$ cat src/rtl/io_map_pkg.sv
// io_map_pkg: IO bus address map, status bit layout and status word packing
package io_map_pkg;
  localparam logic [7:0] IO_LED      = 8'h00;
  localparam logic [7:0] IO_STATUS   = 8'h04;
  localparam logic [7:0] IO_OUT_DATA = 8'h08;
  localparam logic [7:0] IO_IN_DATA  = 8'h0C;
  localparam logic [7:0] IO_CYCLES   = 8'h10;
  localparam int ST_OUT_EMPTY = 0;
  localparam int ST_IN_FULL   = 1;
  localparam int ST_OUT_ERR   = 2;
  typedef logic [31:0] word_t;
  function automatic word_t status_word(input logic out_full, input logic in_full, input logic out_err);
    word_t w;
    w = '0;
    w[ST_OUT_EMPTY] = ~out_full;
    w[ST_IN_FULL]   = in_full;
    w[ST_OUT_ERR]   = out_err;
    return w;
  endfunction
endpackage

$ cat src/rtl/io_slot.sv
// io_slot: one-entry 32-bit buffer; a push wins over a same-edge pop so the slot stays full with new data
module io_slot (
  input  logic        clk,
  input  logic        rst,
  input  logic        push,
  input  logic        pop,
  input  logic [31:0] din,
  output logic [31:0] data,
  output logic        full
);
  // capture on push, release on pop
  always_ff @(posedge clk or posedge rst)
    if (rst) begin
      data <= '0;
      full <= 1'b0;
    end else if (push) begin
      data <= din;
      full <= 1'b1;
    end else if (pop) begin
      full <= 1'b0;
    end
endmodule

$ cat src/rtl/io_responder.sv
// io_responder: CPU IO bus responder with LED, status, in/out buffers and cycle counter
module io_responder
  import io_map_pkg::*;
#(
  parameter int CNT_W = 32
) (
  input  logic        clk,
  input  logic        rst,
  input  logic [7:0]  io_addr,
  input  logic [31:0] io_dout,
  input  logic        io_we,
  input  logic        io_rd,
  output logic [31:0] io_din,
  output logic [15:0] led,
  input  logic [31:0] in_data,
  input  logic        in_valid,
  output logic        in_ready,
  output logic [31:0] out_data,
  output logic        out_valid,
  input  logic        out_ready
);
  logic [31:0]      in_buf;
  logic             in_full;
  logic             out_full;
  logic             out_err;
  logic [CNT_W-1:0] cnt;
  logic             wr_led;
  logic             wr_st;
  logic             wr_out;
  logic             in_push;
  logic             in_pop;
  logic             out_pop;
  logic             out_push;
  assign wr_led   = io_we && io_addr == IO_LED;
  assign wr_st    = io_we && io_addr == IO_STATUS;
  assign wr_out   = io_we && io_addr == IO_OUT_DATA;
  assign in_ready = ~in_full;
  assign in_push  = in_valid && in_ready;
  assign in_pop   = io_rd && io_addr == IO_IN_DATA;
  assign out_valid = out_full;
  assign out_pop  = out_full && out_ready;
  assign out_push = wr_out && (!out_full || out_pop);
  io_slot u_in (
    .clk  (clk),
    .rst  (rst),
    .push (in_push),
    .pop  (in_pop),
    .din  (in_data),
    .data (in_buf),
    .full (in_full)
  );
  io_slot u_out (
    .clk  (clk),
    .rst  (rst),
    .push (out_push),
    .pop  (out_pop),
    .din  (io_dout),
    .data (out_data),
    .full (out_full)
  );
  // LED register takes the low half of the write word
  always_ff @(posedge clk or posedge rst)
    if (rst) led <= '0;
    else if (wr_led) led <= io_dout[15:0];
  // sticky overflow flag: set by a write into a full, non-draining buffer; cleared by W1C
  always_ff @(posedge clk or posedge rst)
    if (rst) out_err <= 1'b0;
    else if (wr_out && out_full && !out_ready) out_err <= 1'b1;
    else if (wr_st && io_dout[ST_OUT_ERR]) out_err <= 1'b0;
  // free-running cycle counter, wraps naturally
  always_ff @(posedge clk or posedge rst)
    if (rst) cnt <= '0;
    else cnt <= cnt + 1'b1;
  // single-cycle read mux; unmapped addresses read as zero
  always_comb
    io_din = io_addr == IO_LED      ? {16'b0, led} :
             io_addr == IO_STATUS   ? status_word(out_full, in_full, out_err) :
             io_addr == IO_OUT_DATA ? out_data :
             io_addr == IO_IN_DATA  ? in_buf :
             io_addr == IO_CYCLES   ? 32'(cnt) : '0;
endmodule

$ cat config.mk
export PLATFORM = sky130hd
export DESIGN_NAME = io_responder
export DESIGN_NICKNAME = d
export VERILOG_FILES = /design/src/rtl/io_map_pkg.sv /design/src/rtl/io_slot.sv /design/src/rtl/io_responder.sv
export SDC_FILE = /design/constraint.sdc
export NUM_CORES = 1
export LEC_CHECK = 0
export CAP_MARGIN = 20
export CORE_UTILIZATION = 44
export CTS_CLUSTER_DIAMETER = 200
export DETAILED_ROUTE_END_ITERATION = 10
export PLACE_DENSITY_LB_ADDON = 0.3
export SYNTH_ARGS = -nofsm -noshare
export SYNTH_HDL_FRONTEND = slang
export SYNTH_SLANG_ARGS = --single-unit
$ cat constraint.sdc
create_clock -name clk -period 3.55 [get_ports clk]
set_input_delay 0.355 -clock clk [delete_from_list [all_inputs] [get_ports clk]]
set_output_delay 0.355 -clock clk [all_outputs]
set_load 0.03 [all_outputs]
==> run_results.csv, run 1 <==
group,metric,value,unit
run_status,outcome,"complete, no violations",
timing,worstMarginPinSlew,1.00,ns
floorplanning,start_util,0.453,
placement,portBuffers,159,
clock_network,clock_sinks,115,
power_and_ir_drop,p_leak,3.59,nW
floorplanning,num_rows,41,
timing,timing.final.crit_share,0.834,
route,drt_first_pass_iters,5,
worst_setup_path,worstRegToRegCells,3,
synth,syn-instance-count,534,
worst_setup_path,startpoint,"io_addr[7]",
timing,finalSetupTns,0,ns
synth,syn_nets,613,
timing,fmax,338,MHz
timing,slew-limit-headroom,0.329,
worst_setup_path,worstPathRequired,3.19,ns
synth,synth_edf_count,0,
placement,place_area,7400,um2
job,drv_cap,0,
route,routed-via-count,4880,
synth,synth_flop_cell,"dfrtp_1",
placement,place_congestion,0.983,
floorplanning,die_w,116,um
hold_path,hold_class,"in2async",
grt,grtUsageTotal,0.247,
synth,syn-cell-area,5740,um2
synth,yosys_register_bits,115,
route,postRouteAntennaNets,0,
worst_setup_path,crit_type,"in2out",
floorplanning,io_pins,160,
route,routed_wl,15800,um
grt,grt_pass1_wl,25200,um
timing,setup_violations,0,
worst_setup_path,worst_path_max_delay_cell,"clkdlybuf4s50_1",
placement,dp_slack,0.687,ns
layout,antennaDiodeCount,0,
layout,fillCellCount,1041,
synth,synth_area_per_cell,10.7,um2
worst_setup_path,max_stage_delay,0.49,ns
worst_setup_path,crit_chain,"clkdlybuf4s50_1 -> nor4_2 -> buf_4 -> nand2_1 -> a221oi_1 -> buf_4",
timing,fin_worst_hold_slack,0.418,ns
grt,grt_max_degree,61,
synth,yosys_warnings,0,
placement,dpl.hpwl,11400,um
layout,drive_gt1_frac,0.170,
worst_setup_path,regToRegSetupSlack,1.72,ns
worst_setup_path,critPathLaunchType,"input port",
floorplanning,die-area,13500,um2
grt,antenna_found_initial,0,
floorplanning,die_h,116,um
layout,fin_area,8040,um2
clock_network,cts_resized,0,
clock_network,tritoncts,"done",
clock_network,holdBufCountCts,0,
route,drt_iter0_drc,308,
route,wl_per_cell,18.1,um
worst_setup_path,r2r-start,"u_out.full$_DFFE_PP0P_",
timing,hold_viol,0,
layout,final_common_cell,"clkdlybuf4s50_1",
timing,rsz0062_at_grt,"no",
grt,grt_pass1_vias,4923,
synth,yosysUniqueCellTypes,40,
floorplanning,core,12700,um2
worst_setup_path,crit_path_end_kind,"primary output",
power_and_ir_drop,power_density,508,nW/um2
grt,overflow,0,
layout,final_cell_mix,"clkdlybuf4s50_1 (126), dfrtp_1 (115), nand2_1 (105)",
clock_network,clockBufferDepth,2,
worst_setup_path,crit_top_cell,"buf_4",
timing,fin_skew,0.00750,ns
route,via_per_inst,5.60,
worst_setup_path,path_buf_inv,3,
timing,slew_violations,0,
clock_network,numCtsBuffers,17,
synth,synthArstFlopShare,1.00,
clock_network,path_clk_slew,0.05,ns
timing,fin_ws,0.588,ns
worst_setup_path,cp_max_fo,18,
clock_network,htreeDepth,4,
clock_network,clk_latency,0.41,ns
worst_setup_path,crit_cells,6,
worst_setup_path,crit_end,"io_din[16]",
clock_network,cts_setup_buffers,0,
synth,seq_area_frac_synth,0.502,
timing,fin_crit,2.96,ns
power_and_ir_drop,vdd_drop_max,337,uV
route,drc,0,
power_and_ir_drop,finalPower,0.00409,W
layout,area_growth,40.1,%
worst_setup_path,crit_arrival,2.61,ns
layout,fin_nets,767,
worst_setup_path,path_delay_family,"buffers and inverters",
clock_network,cts-root-buf,"clkbuf_16",
worst_setup_path,r2r-end,"u_out.data[12]$_DFFE_PP0P_",
synth_stat cells, types with 2 or more instances:
cell | n | area (um2)
a21oi_1 | 3 | 15.0
a221oi_1 | 29 | 254
nor2_1 | 9 | 33.8
and4_1 | 7 | 61.3
nand3_1 | 7 | 35.0
a22o_1 | 2 | 17.5
nand2_1 | 105 | 394
xor2_1 | 17 | 149
nor2b_1 | 4 | 25.0
a22oi_1 | 2 | 15.0
mux2_2 | 40 | 450
and3_1 | 4 | 25.0
clkbuf_1 | 21 | 78.8
mux2_1 | 40 | 450
dfrtp_1 | 115 | 2880
xnor2_1 | 13 | 114
a21o_1 | 13 | 97.6
nor3_1 | 5 | 25.0
buf_2 | 9 | 45.0
inv_1 | 6 | 22.5
o21ai_0 | 33 | 165
nor4_1 | 10 | 62.6
o2bb2ai_1 | 2 | 17.5
nand2b_1 | 7 | 43.8
buf_4 | 3 | 22.5
nand4_1 | 14 | 87.6
how the worst min path moves through the flow:
stage                     slack, ns  cells after the start                   endpoint
after floorplan                0.44                      1          cnt[31]$_DFF_PP0_
after global placement         0.47                      1          cnt[31]$_DFF_PP0_
after detailed placement       0.46                      1          cnt[31]$_DFF_PP0_
after CTS                      0.45                      2  u_in.data[12]$_DFFE_PP0P_
after global routing           0.48                      2  u_in.data[12]$_DFFE_PP0P_
final                          0.42                      2  u_in.data[12]$_DFFE_PP0P_
kinds of logic (layout without fill, tap and decap cells):
| logic type | after synthesis | count (layout) | synth area share |
|---|---|---|---|
| compound gates | 86 | 86 | 0.105 |
| simple gates | 181 | 181 | 0.156 |
| fa+ha+maj | 1 | 1 | 0.00218 |
| flops | 115 | 115 | 0.502 |
| mux | 80 | 80 | 0.157 |
| buf+inv | 41 | 207 | 0.0327 |
| xor+xnor | 30 | 30 | 0.0458 |
sequential cells by signal, indices dropped and copies added (netlist names):
signal,flops
u_in.data,32
u_out.data,32
led,16
u_in.full,1
u_out.full,1
out_err,1
cnt,32
per-layer routing:
layer  vias to the layer above  GRT usage  part of all wire
met1                      2412      0.321              0.43
met5                         -          0                 0
li1                       2227          -                 -
met2                       199      0.383              0.48
met3                        42     0.0586             0.053
met4                         0      0.134             0.032
where the power goes:
group	total (W)	internal, W	switching (W)
registers	0.00166	0.00153	0.000131
logic	0.000566	0.000318	0.000247
clock network	0.00186	0.00127	0.000589
total	0.00409	0.00312	0.000967
cell type report:
cell class | instances | area [um2] | area share
Tap cell | 172 | 215 | 0.0268
Multi-Input combinational cell | 378 | 2680 | 0.333
Inverter | 6 | 25.0 | 0.00311
Timing Repair Buffer | 170 | 1600 | 0.199
Clock inverter | 10 | 180 | 0.0224
Clock buffer | 21 | 460 | 0.0573
Sequential cell | 115 | 2880 | 0.358
through the flow:
step / cells / utilization
2_1_floorplan: 534 / -
3_3_place_gp: 841 / 0.584
3_5_place_dp: 841 / 0.584
4_1_cts: 872 / 0.634
5_1_grt: 872 / 0.634
6_report: 872 / 0.634
Power figures use the tool's default switching activity.
==> run 2, diff against run 1 <==
--- a/config.mk
+++ b/config.mk
@@ -6,7 +6,7 @@
 export NUM_CORES = 1
 export LEC_CHECK = 0
 export CAP_MARGIN = 20
-export CORE_UTILIZATION = 44
+export CORE_UTILIZATION = 48
 export CTS_CLUSTER_DIAMETER = 200
 export DETAILED_ROUTE_END_ITERATION = 10
 export PLACE_DENSITY_LB_ADDON = 0.3
==> constraint.sdc (replaced) <==
create_clock -name clk -period 3 [get_ports clk]
set_input_delay 0.3 -clock clk [delete_from_list [all_inputs] [get_ports clk]]
set_output_delay 0.3 -clock clk [all_outputs]
set_load 0.03 [all_outputs]
==> run 2 against run 1 <==
  * The run now ends with design-rule violations left
  * Clock power hardly changed
  * Clock-buffer cell count is 4 higher
  * Critical path depth is 1 higher
  * Routed wire length hardly changed
  * Highest routed layer unchanged
  * Via count grew 0.76%
==> run_results.csv, run 2 (same netlist as run 1, synthesis figures left out) <==
group,metric,value,unit
run_status,outcome,"complete, but fails checks",
run_status,violations,"design-rule violations",
layout,multi_input_area,2680,um2
power_and_ir_drop,p_clk_frac,0.418,
floorplanning,start_util,0.498,
worst_setup_path,worst_path_max_delay_cell,"or4_1",
clock_network,numCtsBuffers,17,
layout,ff_latch_area,2880,um2
floorplanning,die-area,12400,um2
placement,dpl.hpwl,11400,um
clock_network,htreeDepth,4,
layout,fin_nets,772,
floorplanning,die_h,111,um
timing,slew-limit-headroom,0.473,
route,postRouteAntennaNets,0,
worst_setup_path,max_stage_delay,0.59,ns
layout,antennaDiodeCount,0,
worst_setup_path,crit_path_end_kind,"primary output",
power_and_ir_drop,p_int,0.00342,W
power_and_ir_drop,p_seq_frac,0.432,
clock_network,holdBufCountCts,0,
power_and_ir_drop,pwr-share-comb,0.150,
timing,finalSetupTns,0,ns
timing,fmax,365,MHz
worst_setup_path,crit_chain,"clkdlybuf4s50_1 -> or2_1 -> or4_1 -> buf_4 -> a221oi_1 -> a21o_1 -> buf_4",
floorplanning,num_rows,39,
floorplanning,die_w,111,um
grt,grt_pass1_vias,4952,
clock_network,clk_latency,0.41,ns
worst_setup_path,crit_top_cell,"buf_4",
route,drc,4,
worst_setup_path,path_delay_family,"simple AND/OR/NAND/NOR gates",
layout,final_cell_count_no_fill,847,
placement,portBuffers,159,
worst_setup_path,crit_type,"in2out",
power_and_ir_drop,p_sw_frac,0.244,
timing,hold_viol,0,
layout,finalCoreUtilization,0.694,
power_and_ir_drop,vdd_drop_max,358,uV
layout,fillCellCount,862,
timing,fin_crit,2.74,ns
worst_setup_path,cp_max_fo,13,
grt,grtUsageTotal,0.265,
grt,antenna_found_initial,0,
grt,grt_pass1_wl,25400,um
worst_setup_path,path_buf_inv,3,
layout,largest_registers,"cnt: 32 flops, u_in.data: 32 flops, u_out.data: 32 flops",
floorplanning,io_pins,160,
layout,area_growth,39.3,%
layout,drive_gt1_frac,0.173,
power_and_ir_drop,netSwitchingPower,0.00110,W
timing,slew_violations,0,
clock_network,cts-root-buf,"clkbuf_16",
grt,overflow,0,
route,via_per_inst,5.81,
grt,grt_max_degree,58,
worst_setup_path,worstPathRequired,2.70,ns
worst_setup_path,crit_arrival,2.44,ns
route,drt_first_pass_iters,8,
timing,worstMarginPinSlew,0.789,ns
clock_network,cts_setup_buffers,0,
power_and_ir_drop,power_density,566,nW/um2
clock_network,clock_sinks,115,
placement,dp_cells,817,
timing,rsz0062_at_grt,"no",
placement,place_congestion,1.04,
route,wl_per_cell,18.6,um
timing,fin_skew,0.00596,ns
hold_path,hold_class,"in2async",
clock_network,clockBufferDepth,2,
layout,final_common_cell,"clkdlybuf4s50_1",
power_and_ir_drop,p_leak,3.59,nW
job,drv_cap,0,
layout,final_cell_mix,"clkdlybuf4s50_1 (126), dfrtp_1 (115), nand2_1 (105)",
clock_network,path_clk_slew,0.05,ns
route,drt_iter0_drc,362,
route,routed_wl,15800,um
timing,setup_violations,0,
clock_network,cts_resized,0,
floorplanning,core,11500,um2
timing,timing.final.crit_share,0.912,
clock_network,tritoncts,"done",
worst_setup_path,critPathLaunchType,"input port",
route,routed-via-count,4917,
run 2: changes by cell type in the layout (fill, tap and decap cells not counted), sizes merged:
cell,change
clkinv,+1
clkbuf,+4
inv,-1
buf,+5
bufinv,-4
clkinvlp,-1
run 2: metrics by stage:
stage | instance area [um2] | power (W) | hold slack, ns | worst slack (ns)
floorplan | 5740 | 0.00235 | 0.432 | 0.742
global placement | 7440 | 0.00262 | 0.464 | 0.279
global route | 7990 | 0.00470 | 0.438 | 0.179
CTS | 7990 | 0.00454 | 0.406 | 0.291
finish | 7990 | 0.00453 | 0.392 | 0.263
detailed placement | 7440 | 0.00265 | 0.465 | 0.292
run 2: path summary, 6_finish.rpt:
| check | start | to | slack (ns) | cells after the start |
|---|---|---|---|---|
| min in group clk | io_dout[27] | u_out.data[27]$_DFFE_PP0P_ | 0.48 | 2 |
| worst min register to register | cnt[31]$_DFF_PP0_ | cnt[31]$_DFF_PP0_ | 0.48 | 1 |
| worst max register to register | cnt[0]$_DFF_PP0_ | cnt[30]$_DFF_PP0_ | 1.20 | 5 |
| worst max-delay path | io_addr[1] | io_din[7] | 0.26 | 7 |
| worst min-delay path | rst | u_in.data[9]$_DFFE_PP0P_ | 0.39 | 2 |
| max in group asynchronous | rst | u_out.data[5]$_DFFE_PP0P_ | 1.92 | 3 |
run 2: routing by layer:
layer  GRT usage  up-vias  part of all wire
met5           0        -                 0
met4       0.111        0             0.028
met3      0.0722       38             0.058
met2       0.428      199              0.49
met1       0.338     2438              0.43
li1            -     2242                 -
run 2: power groups by stage:
stage / registers [W] / logic, W / clock network (W)
detailed placement: 0.00197 / 0.000681 / 0
global route: 0.00199 / 0.000732 / 0.00198
global placement: 0.00196 / 0.000658 / 0
finish: 0.00196 / 0.000680 / 0.00189
floorplan: 0.00199 / 0.000358 / 0
CTS: 0.00195 / 0.000685 / 0.00191
run 2: worst register-to-register path: stages (launching register included):
cell	delay (ns)
dfrtp_1	0.44
ha_1	0.26
and4_1	0.34
nand4_1	0.22
nor3_1	0.28
xor2_1	0.19
run 2: area by class of cell:
| type | instances | area share |
|---|---|---|
| inverters | 6 | 0.00329 |
| clock inverters | 5 | 0.00626 |
| flip-flops and latches | 115 | 0.360 |
| well taps | 143 | 0.0224 |
| multi-input cells | 378 | 0.335 |
| repair buffers | 175 | 0.210 |
| clock buffers | 25 | 0.0632 |
